File: src/rtl/me_ctrl_pkg.sv
// Shared definitions for the motion-estimation run controller: FSM state
// encoding, push-button indices and history-entry field widths.
package me_ctrl_pkg;

    typedef enum logic [1:0] {
        ST_IDLE  = 2'd0,
        ST_REQ   = 2'd1,
        ST_DONE  = 2'd2,
        ST_DRAIN = 2'd3
    } state_t;

    localparam int BTN_START = 0;
    localparam int BTN_ABORT = 1;
    localparam int BTN_THR   = 2;
    localparam int BTN_VIEW  = 3;
    localparam int NUM_BTN   = 4;

    // Run-length counter and stored cycle field share one width.
    localparam int RUN_CNT_W = 32;
    localparam int CYC_W     = 32;

endpackage

File: src/rtl/btn_debounce.sv
// Single push-button conditioner: two-flop synchroniser, stability counter
// and a one-cycle press pulse on each debounced 1->0 transition of the
// active-low button. The pulse appears DEBOUNCE+3 cycles after a clean edge.
module btn_debounce #(
    parameter int DEBOUNCE = 65536
) (
    input  logic clk,
    input  logic rst,
    input  logic btn_n,
    output logic press
);

    localparam int CW = $clog2(DEBOUNCE + 1);

    logic          sync_p0;
    logic          sync_p1;
    logic          stable;
    logic          stable_d;
    logic [CW-1:0] cnt;

    // Synchronise, accept a new level only after DEBOUNCE differing cycles, pulse on falling level.
    always_ff @(posedge clk) begin
        if (rst) begin
            sync_p0  <= 1'b1;
            sync_p1  <= 1'b1;
            stable   <= 1'b1;
            stable_d <= 1'b1;
            cnt      <= '0;
            press    <= 1'b0;
        end else begin
            sync_p0  <= btn_n;
            sync_p1  <= sync_p0;
            stable_d <= stable;
            press    <= stable_d & ~stable;
            if (sync_p1 == stable) begin
                cnt <= '0;
            end else if (cnt == CW'(DEBOUNCE - 1)) begin
                stable <= sync_p1;
                cnt    <= '0;
            end else begin
                cnt <= cnt + 1'b1;
            end
        end
    end

endmodule

File: src/rtl/me_run_ctrl.sv
// Board-side run controller for the ME core: debounced buttons drive a
// req/ack session, a steppable SAD threshold, a run timeout and a circular
// result history browsed by the 7-seg display through the view_* outputs.
// Optional feature macro: CYCLE_COUNT_EN (store and show run length per entry).
module me_run_ctrl
    import me_ctrl_pkg::*;
#(
    parameter int SAD_WIDTH = 16,
    parameter int CNT_WIDTH = 12,
    parameter int THR_MIN   = 1000,
    parameter int THR_MAX   = 8000,
    parameter int THR_STEP  = 1000,
    parameter int DEBOUNCE  = 65536,
    parameter int RES_DEPTH = 8,
    parameter int TIMEOUT   = 2**24
) (
    input  logic                           clk,
    input  logic                           rst,
    input  logic [3:0]                     btn_n,
    output logic                           req,
    output logic [SAD_WIDTH-1:0]           threshold,
    input  logic                           ack,
    input  logic [SAD_WIDTH-1:0]           min_sad,
    input  logic [CNT_WIDTH-1:0]           min_mvec,
    output logic                           busy,
    output logic                           timeout,
    output logic [$clog2(RES_DEPTH):0]     res_count,
    output logic [$clog2(RES_DEPTH)-1:0]   view_idx,
    output logic [SAD_WIDTH-1:0]           view_sad,
    output logic [CNT_WIDTH-1:0]           view_mvec,
    output logic [31:0]                    view_cyc
);

    localparam int IDX_W = $clog2(RES_DEPTH);

    // Threshold step with wrap back to the minimum once past the maximum.
    function automatic logic [SAD_WIDTH-1:0] thr_next(input logic [SAD_WIDTH-1:0] cur);
        logic [SAD_WIDTH:0] sum;
        sum = {1'b0, cur} + (SAD_WIDTH + 1)'(THR_STEP);
        if (sum > (SAD_WIDTH + 1)'(THR_MAX)) begin
            return SAD_WIDTH'(THR_MIN);
        end
        return sum[SAD_WIDTH-1:0];
    endfunction

    // Entry count saturating at the buffer depth.
    function automatic logic [IDX_W:0] count_sat(input logic [IDX_W:0] c);
        if (c == (IDX_W + 1)'(RES_DEPTH)) begin
            return c;
        end
        return c + (IDX_W + 1)'(1);
    endfunction

    // Browse index advance modulo the number of valid entries.
    function automatic logic [IDX_W-1:0] view_step(input logic [IDX_W-1:0] idx,
                                                   input logic [IDX_W:0]   c);
        logic [IDX_W:0] nx;
        nx = {1'b0, idx} + (IDX_W + 1)'(1);
        if (nx >= c) begin
            return '0;
        end
        return nx[IDX_W-1:0];
    endfunction

    logic [NUM_BTN-1:0]   press;
    state_t               state;
    logic [RUN_CNT_W-1:0] run_cnt;
    logic                 wr_en;
    logic [IDX_W-1:0]     wr_ptr;
    logic [IDX_W-1:0]     rd_ptr;
    logic [SAD_WIDTH-1:0] sad_mem  [RES_DEPTH];
    logic [CNT_WIDTH-1:0] mvec_mem [RES_DEPTH];

    genvar g;
    generate
        for (g = 0; g < NUM_BTN; g++) begin : g_btn
            btn_debounce #(
                .DEBOUNCE (DEBOUNCE)
            ) u_db (
                .clk   (clk),
                .rst   (rst),
                .btn_n (btn_n[g]),
                .press (press[g])
            );
        end
    endgenerate

    // A result is captured on the edge where ack is first seen in REQ.
    assign wr_en = (state == ST_REQ) && ack;

    // Newest entry sits just behind the write pointer; view_idx counts back from it.
    assign rd_ptr = wr_ptr - IDX_W'(1) - view_idx;

    // Session FSM with registered req/busy/timeout and the threshold register.
    always_ff @(posedge clk) begin
        if (rst) begin
            state     <= ST_IDLE;
            req       <= 1'b0;
            busy      <= 1'b0;
            timeout   <= 1'b0;
            threshold <= SAD_WIDTH'(THR_MIN);
            run_cnt   <= '0;
        end else begin
            case (state)
                ST_IDLE: begin
                    if (press[BTN_THR]) begin
                        threshold <= thr_next(threshold);
                    end
                    // Abort in the same cycle suppresses a start; a start while the
                    // core still holds ack from a previous session is refused.
                    if (!press[BTN_ABORT] && press[BTN_START] && !ack) begin
                        state   <= ST_REQ;
                        req     <= 1'b1;
                        busy    <= 1'b1;
                        timeout <= 1'b0;
                        run_cnt <= '0;
                    end
                end
                ST_REQ: begin
                    run_cnt <= run_cnt + 1'b1;
                    if (ack) begin
                        state <= ST_DONE;
                        req   <= 1'b0;
                    end else if (press[BTN_ABORT] ||
                                 run_cnt == RUN_CNT_W'(TIMEOUT - 1)) begin
                        state <= ST_DRAIN;
                        req   <= 1'b0;
                        if (run_cnt == RUN_CNT_W'(TIMEOUT - 1)) begin
                            timeout <= 1'b1;
                        end
                    end
                end
                ST_DONE, ST_DRAIN: begin
                    if (!ack) begin
                        state <= ST_IDLE;
                        busy  <= 1'b0;
                    end
                end
                default: begin
                    state <= ST_IDLE;
                    req   <= 1'b0;
                    busy  <= 1'b0;
                end
            endcase
        end
    end

    // History bookkeeping: write pointer, saturating count and browse index.
    always_ff @(posedge clk) begin
        if (rst) begin
            wr_ptr    <= '0;
            res_count <= '0;
            view_idx  <= '0;
        end else if (wr_en) begin
            wr_ptr    <= wr_ptr + 1'b1;
            res_count <= count_sat(res_count);
            view_idx  <= '0;
        end else if (press[BTN_VIEW] && res_count != '0) begin
            view_idx  <= view_step(view_idx, res_count);
        end
    end

    // History storage; contents are meaningless until counted by res_count.
    always_ff @(posedge clk) begin
        if (wr_en) begin
            sad_mem[wr_ptr]  <= min_sad;
            mvec_mem[wr_ptr] <= min_mvec;
        end
    end

    // Registered view of the browsed entry, zero while the history is empty.
    always_ff @(posedge clk) begin
        if (res_count == '0) begin
            view_sad  <= '0;
            view_mvec <= '0;
        end else begin
            view_sad  <= sad_mem[rd_ptr];
            view_mvec <= mvec_mem[rd_ptr];
        end
    end

`ifdef CYCLE_COUNT_EN
    logic [CYC_W-1:0] cyc_mem [RES_DEPTH];

    // Run length counts edges from req rise up to and including the ack edge.
    always_ff @(posedge clk) begin
        if (wr_en) begin
            cyc_mem[wr_ptr] <= run_cnt + 1'b1;
        end
    end

    // Registered run length of the browsed entry.
    always_ff @(posedge clk) begin
        if (res_count == '0) begin
            view_cyc <= '0;
        end else begin
            view_cyc <= cyc_mem[rd_ptr];
        end
    end
`else
    assign view_cyc = '0;
`endif

endmodule

File: config.mk
export PLATFORM = sky130hd
export DESIGN_NAME = me_run_ctrl
export DESIGN_NICKNAME = d
export VERILOG_FILES = /design/src/rtl/me_ctrl_pkg.sv /design/src/rtl/btn_debounce.sv /design/src/rtl/me_run_ctrl.sv
export SDC_FILE = /design/constraint.sdc
export NUM_CORES = 1
export LEC_CHECK = 0
export CORE_MARGIN = 1
export CORE_UTILIZATION = 58
export DETAILED_ROUTE_END_ITERATION = 10
export GPL_TIMING_DRIVEN = 0
export HOLD_SLACK_MARGIN = 0.02
export PLACE_DENSITY = 0.8
export SLEW_MARGIN = 20
export SYNTH_ARGS = -nofsm -noshare
export SYNTH_HDL_FRONTEND = slang
export SYNTH_SLANG_ARGS = --single-unit
File: constraint.sdc
create_clock -name clk -period 4.7 [get_ports clk]
set_input_delay 1.41 -clock clk [delete_from_list [all_inputs] [get_ports clk]]
set_output_delay 1.41 -clock clk [all_outputs]
set_load 0.05 [all_outputs]
==> results.py <==
metrics = {
    "die": {
        "core_mm2": 0.02680,
        "rows": 60,
        "start_util": 0.5887,
        "die-area_mm2": 0.02786,
        "die_y_um": 166.9,
        "pin_count": 121,
        "fp.dieW_um": 166.9,
    },
    "power_and_ir_drop": {
        "p_clk_frac": 0.448,
        "vdd_ir_drop_max_uv": 263.2,
        "p_switching_mw": 1.433,
        "seq_power_share": 0.528,
        "p_leak_nw": 6.394,
        "p_sw_frac": 0.2049,
        "comb_power_share": 0.024,
        "internal_power_mw": 5.559,
        "p_per_area_mw_per_mm2": 372.5,
    },
    "clocking": {
        "cts_tree": "yes",
        "cts_max_level": 2,
        "numCtsBuffers": 41,
        "hold_buffers": 0,
        "cts.sinks": 400,
        "cts_root_buffer": "clkbuf_16",
        "cts_setup_buffers": 0,
        "clk-insertion-delay-late_ps": 530,
        "cts.clk_slew.worst_paths_ps": 60,
        "clk_path_buf_depth": 3,
        "post_cts_resized": 0,
    },
    "critical_path": {
        "cp.arrival_ps": 3910,
        "path_buf_inv": 5,
        "cp.required_ps": 4940,
        "cpMostUsedCell": "buf_6",
        "slowest_delay_ps": 650,
        "worstSetupPathType": "input pin to flip-flop",
        "cp-start-kind": "input pin",
        "worstPathCellList": "clkdlybuf4s50_1, and2_1, clkbuf_1, nand2_1, nor3_2, buf_6, buf_6, buf_4",
        "path_delay_family": "buffers and inverters",
        "endpoint_kind": "flip-flop",
        "ff2ff_setup_slack_ps": 1330,
        "cp_slowest_cell": "clkdlybuf4s50_1",
        "cp_max_fo": 8,
    },
    "synthesis": {
        "syn_area_mm2": 0.01578,
        "ys_seq_area_frac": 0.6497,
        "syn_area_per_cell_um2": 13.61,
        "synth_flop_cell": "edfxtp_1",
        "synth_cell_types": 57,
        "synthArstFlopShare": 0,
        "synth_edf_count": 224,
        "yosys_warnings": 0,
        "synth_top_area_cell": "edfxtp_1",
        "synth_top_area_frac": 0.4264,
        "synth_area_leaders": "edfxtp_1, dfxtp_1, mux4_2, nor2_1, xor2_1",
        "ys_seq_elements": 400,
        "synthCells": 1159,
    },
    "sta": {
        "finalSetupViolCount": 0,
        "period_minus_slack_ps": 3666,
        "fin_crit_sh": 0.7799,
        "tightestPinTransition_ps": 912.5,
        "rsz0062_at_grt": "false",
        "drv_slew": 0,
        "hold_viol_final": 0,
        "skew_ps": 13.56,
        "fmax_mhz": 272.8,
        "relSlewSlack": 0.3917,
    },
    "route": {
        "wire_per_inst_um": 18.38,
        "drc": 0,
        "drt_iter0_markers": 667,
        "routed_wirelength_um": 31410,
        "postRouteAntennaNets": 0,
        "viasPerCell": 5.558,
        "num_vias": 9498,
        "first_pass_iters": 5,
    },
    "min_path": {
        "hold_path.class": "flip-flop to flip-flop",
    },
    "finish": {
        "final_nets": 1390,
        "regArea_mm2": 0.01025,
        "multi_input_area_mm2": 0.005130,
        "fin_area_mm2": 0.01877,
        "stdcell_count": 1709,
        "drive_gt1_frac": 0.1544,
        "fillerInstances": 1735,
        "synthToLayoutAreaGrowth_pct": 18.95,
    },
    "grt": {
        "grt_max_degree": 22,
        "use_met1": 0.2819,
        "gr-usage-met3": 0.04587,
        "grt_pass1_vias": 9439,
        "grt_first_pass_wirelength_um": 49600,
        "track_usage": 0.2294,
        "antenna_found_initial": 2,
        "grt_remaining_overflow": 0,
        "gr-max-usage-layer": "met2",
        "met2_usage": 0.4037,
    },
    "place": {
        "numPortBuffers": 85,
        "dp.cells": 1633,
        "dp_hpwl_um": 20050,
        "gp_congestion": 0.8670,
        "place_area_mm2": 0.01746,
    },
    "flow_run": {
        "cap_violations": 0,
    },
    "outcome": {
        "status": "completed",
    },
}
-- final timing paths --
path	from	endpoint	cells past startpoint
min reg2reg	g_btn[1].u_db.sync_p0$_SDFF_PP1_	g_btn[1].u_db.sync_p1$_SDFF_PP1_	1
min	g_btn[1].u_db.sync_p0$_SDFF_PP1_	g_btn[1].u_db.sync_p1$_SDFF_PP1_	1
max reg2reg	view_idx[0]$_SDFFE_PP0P_	view_sad[14]$_SDFF_PP0_	11
max	ack	sad_mem[1][12]$_DFFE_PP_	8
-- cell type report --
type	instances	area share
antenna	1	0.0001333
buffer	80	0.02447
clock buffer	57	0.06074
clock inverter	18	0.008667
inverter	32	0.006400
multi-input combinational	681	0.2734
sequential	400	0.5462
tap	341	0.02273
timing repair buffer	99	0.05734
-- worst register-to-register path, stage by stage (launching register included) --
cell and delay (ps):
dfxtp_1 360, inv_1 130, ha_1 160, inv_1 60, fa_1 370, xor2_1 160
xnor2_1 270, clkbuf_1 570, buf_2 450, mux4_2 380, mux2i_1 230, nor2_1 90
-- flip-flops by register name (all words and copies together), names as in the netlist --
register	count
sad_mem	128
mvec_mem	96
g_btn.u_db.cnt	68
run_cnt	32
view_sad	16
threshold	13
view_mvec	12
g_btn.u_db.press	4
g_btn.u_db.stable	4
g_btn.u_db.stable_d	4
g_btn.u_db.sync_p0	4
g_btn.u_db.sync_p1	4
res_count	4
view_idx	3
wr_ptr	3
state	2
busy	1
req	1
timeout	1
-- routing by layer --
| layer | routed length [um] | vias up |
|---|---|---|
| met5 | 17 | - |
| met4 | 783 | 2 |
| met3 | 1845 | 56 |
| met2 | 16230 | 299 |
| met1 | 12530 | 4660 |
| li1 | - | 4481 |
-- power by group through the flow --
| stage | logic, mW | registers, mW | clock network, mW |
|---|---|---|---|
| final | 0.166 | 3.69 | 3.13 |
| after global routing | 0.174 | 3.69 | 3.31 |
| after CTS | 0.163 | 3.69 | 3.16 |
| after detailed placement | 0.163 | 3.77 | 0 |
| after global placement | 0.159 | 3.77 | 0 |
| after floorplan | 0.103 | 3.77 | 0 |
-- stage by stage --
step | power, mW | hold slack [ps] | setup TNS, ps | setup slack, ps | util
after detailed placement | 3.933 | 397.3 | 0 | 500.9 | 0.6515
after floorplan | 3.873 | 389.5 | 0 | 418.3 | -
after global routing | 7.174 | 430.3 | 0 | 898.6 | 0.7002
after global placement | 3.929 | 395.1 | -255240 | -2198 | 0.6411
final | 6.991 | 410.2 | 0 | 1034 | 0.7002
after CTS | 7.022 | 412.9 | 0 | 1032 | 0.7001
-- kinds of logic after synthesis --
logic type      after synthesis  synth area share
compound gates               74           0.03180
xor+xnor                     89           0.04941
fa+ha+maj                    20           0.01634
buf+inv                     112           0.03672
flops                       400            0.6497
mux                          87           0.09961
other cells                   1         0.0002377
simple gates                376            0.1162
-- layout by cell type (no fill, tap or decap), drive strengths merged, types with 27 or more instances in the layout --
| cell | count |
|---|---|
| buf | 65 |
| dfxtp | 176 |
| nor2 | 157 |
| clkbuf | 86 |
| nand2 | 46 |
| nand3 | 40 |
| xor2 | 52 |
| a21oi | 27 |
| edfxtp | 224 |
| conb | 35 |
| mux4 | 56 |
| inv | 33 |
| clkdlybuf4s50 | 85 |
| mux2i | 31 |
| xnor2 | 37 |
-- synthesized netlist by cell type, types with 2 or more instances --
cell and number:
o21ai_0 14, o31ai_1 4, nor2b_1 8, nand4_1 19, a211oi_1 5, inv_1 32
nor3_1 22, or4_1 2, mux2i_1 31, a22oi_1 2, a21o_1 4, nor2_1 157
xor2_1 52, buf_4 37, or3_1 17, nand2b_1 7, xnor2_1 37, and3_1 18
dfxtp_1 176, and4_1 5, buf_2 10, buf_1 3, or2_2 14, mux4_2 56
and2_1 8, nand3_1 38, nor4_1 4, nor4b_1 2, a211o_1 5, edfxtp_1 224
a21oi_1 27, a31oi_1 2, clkbuf_1 29, nand3_2 2, nand2_1 46, ha_1 19
Power figures use the tool's default switching activity.
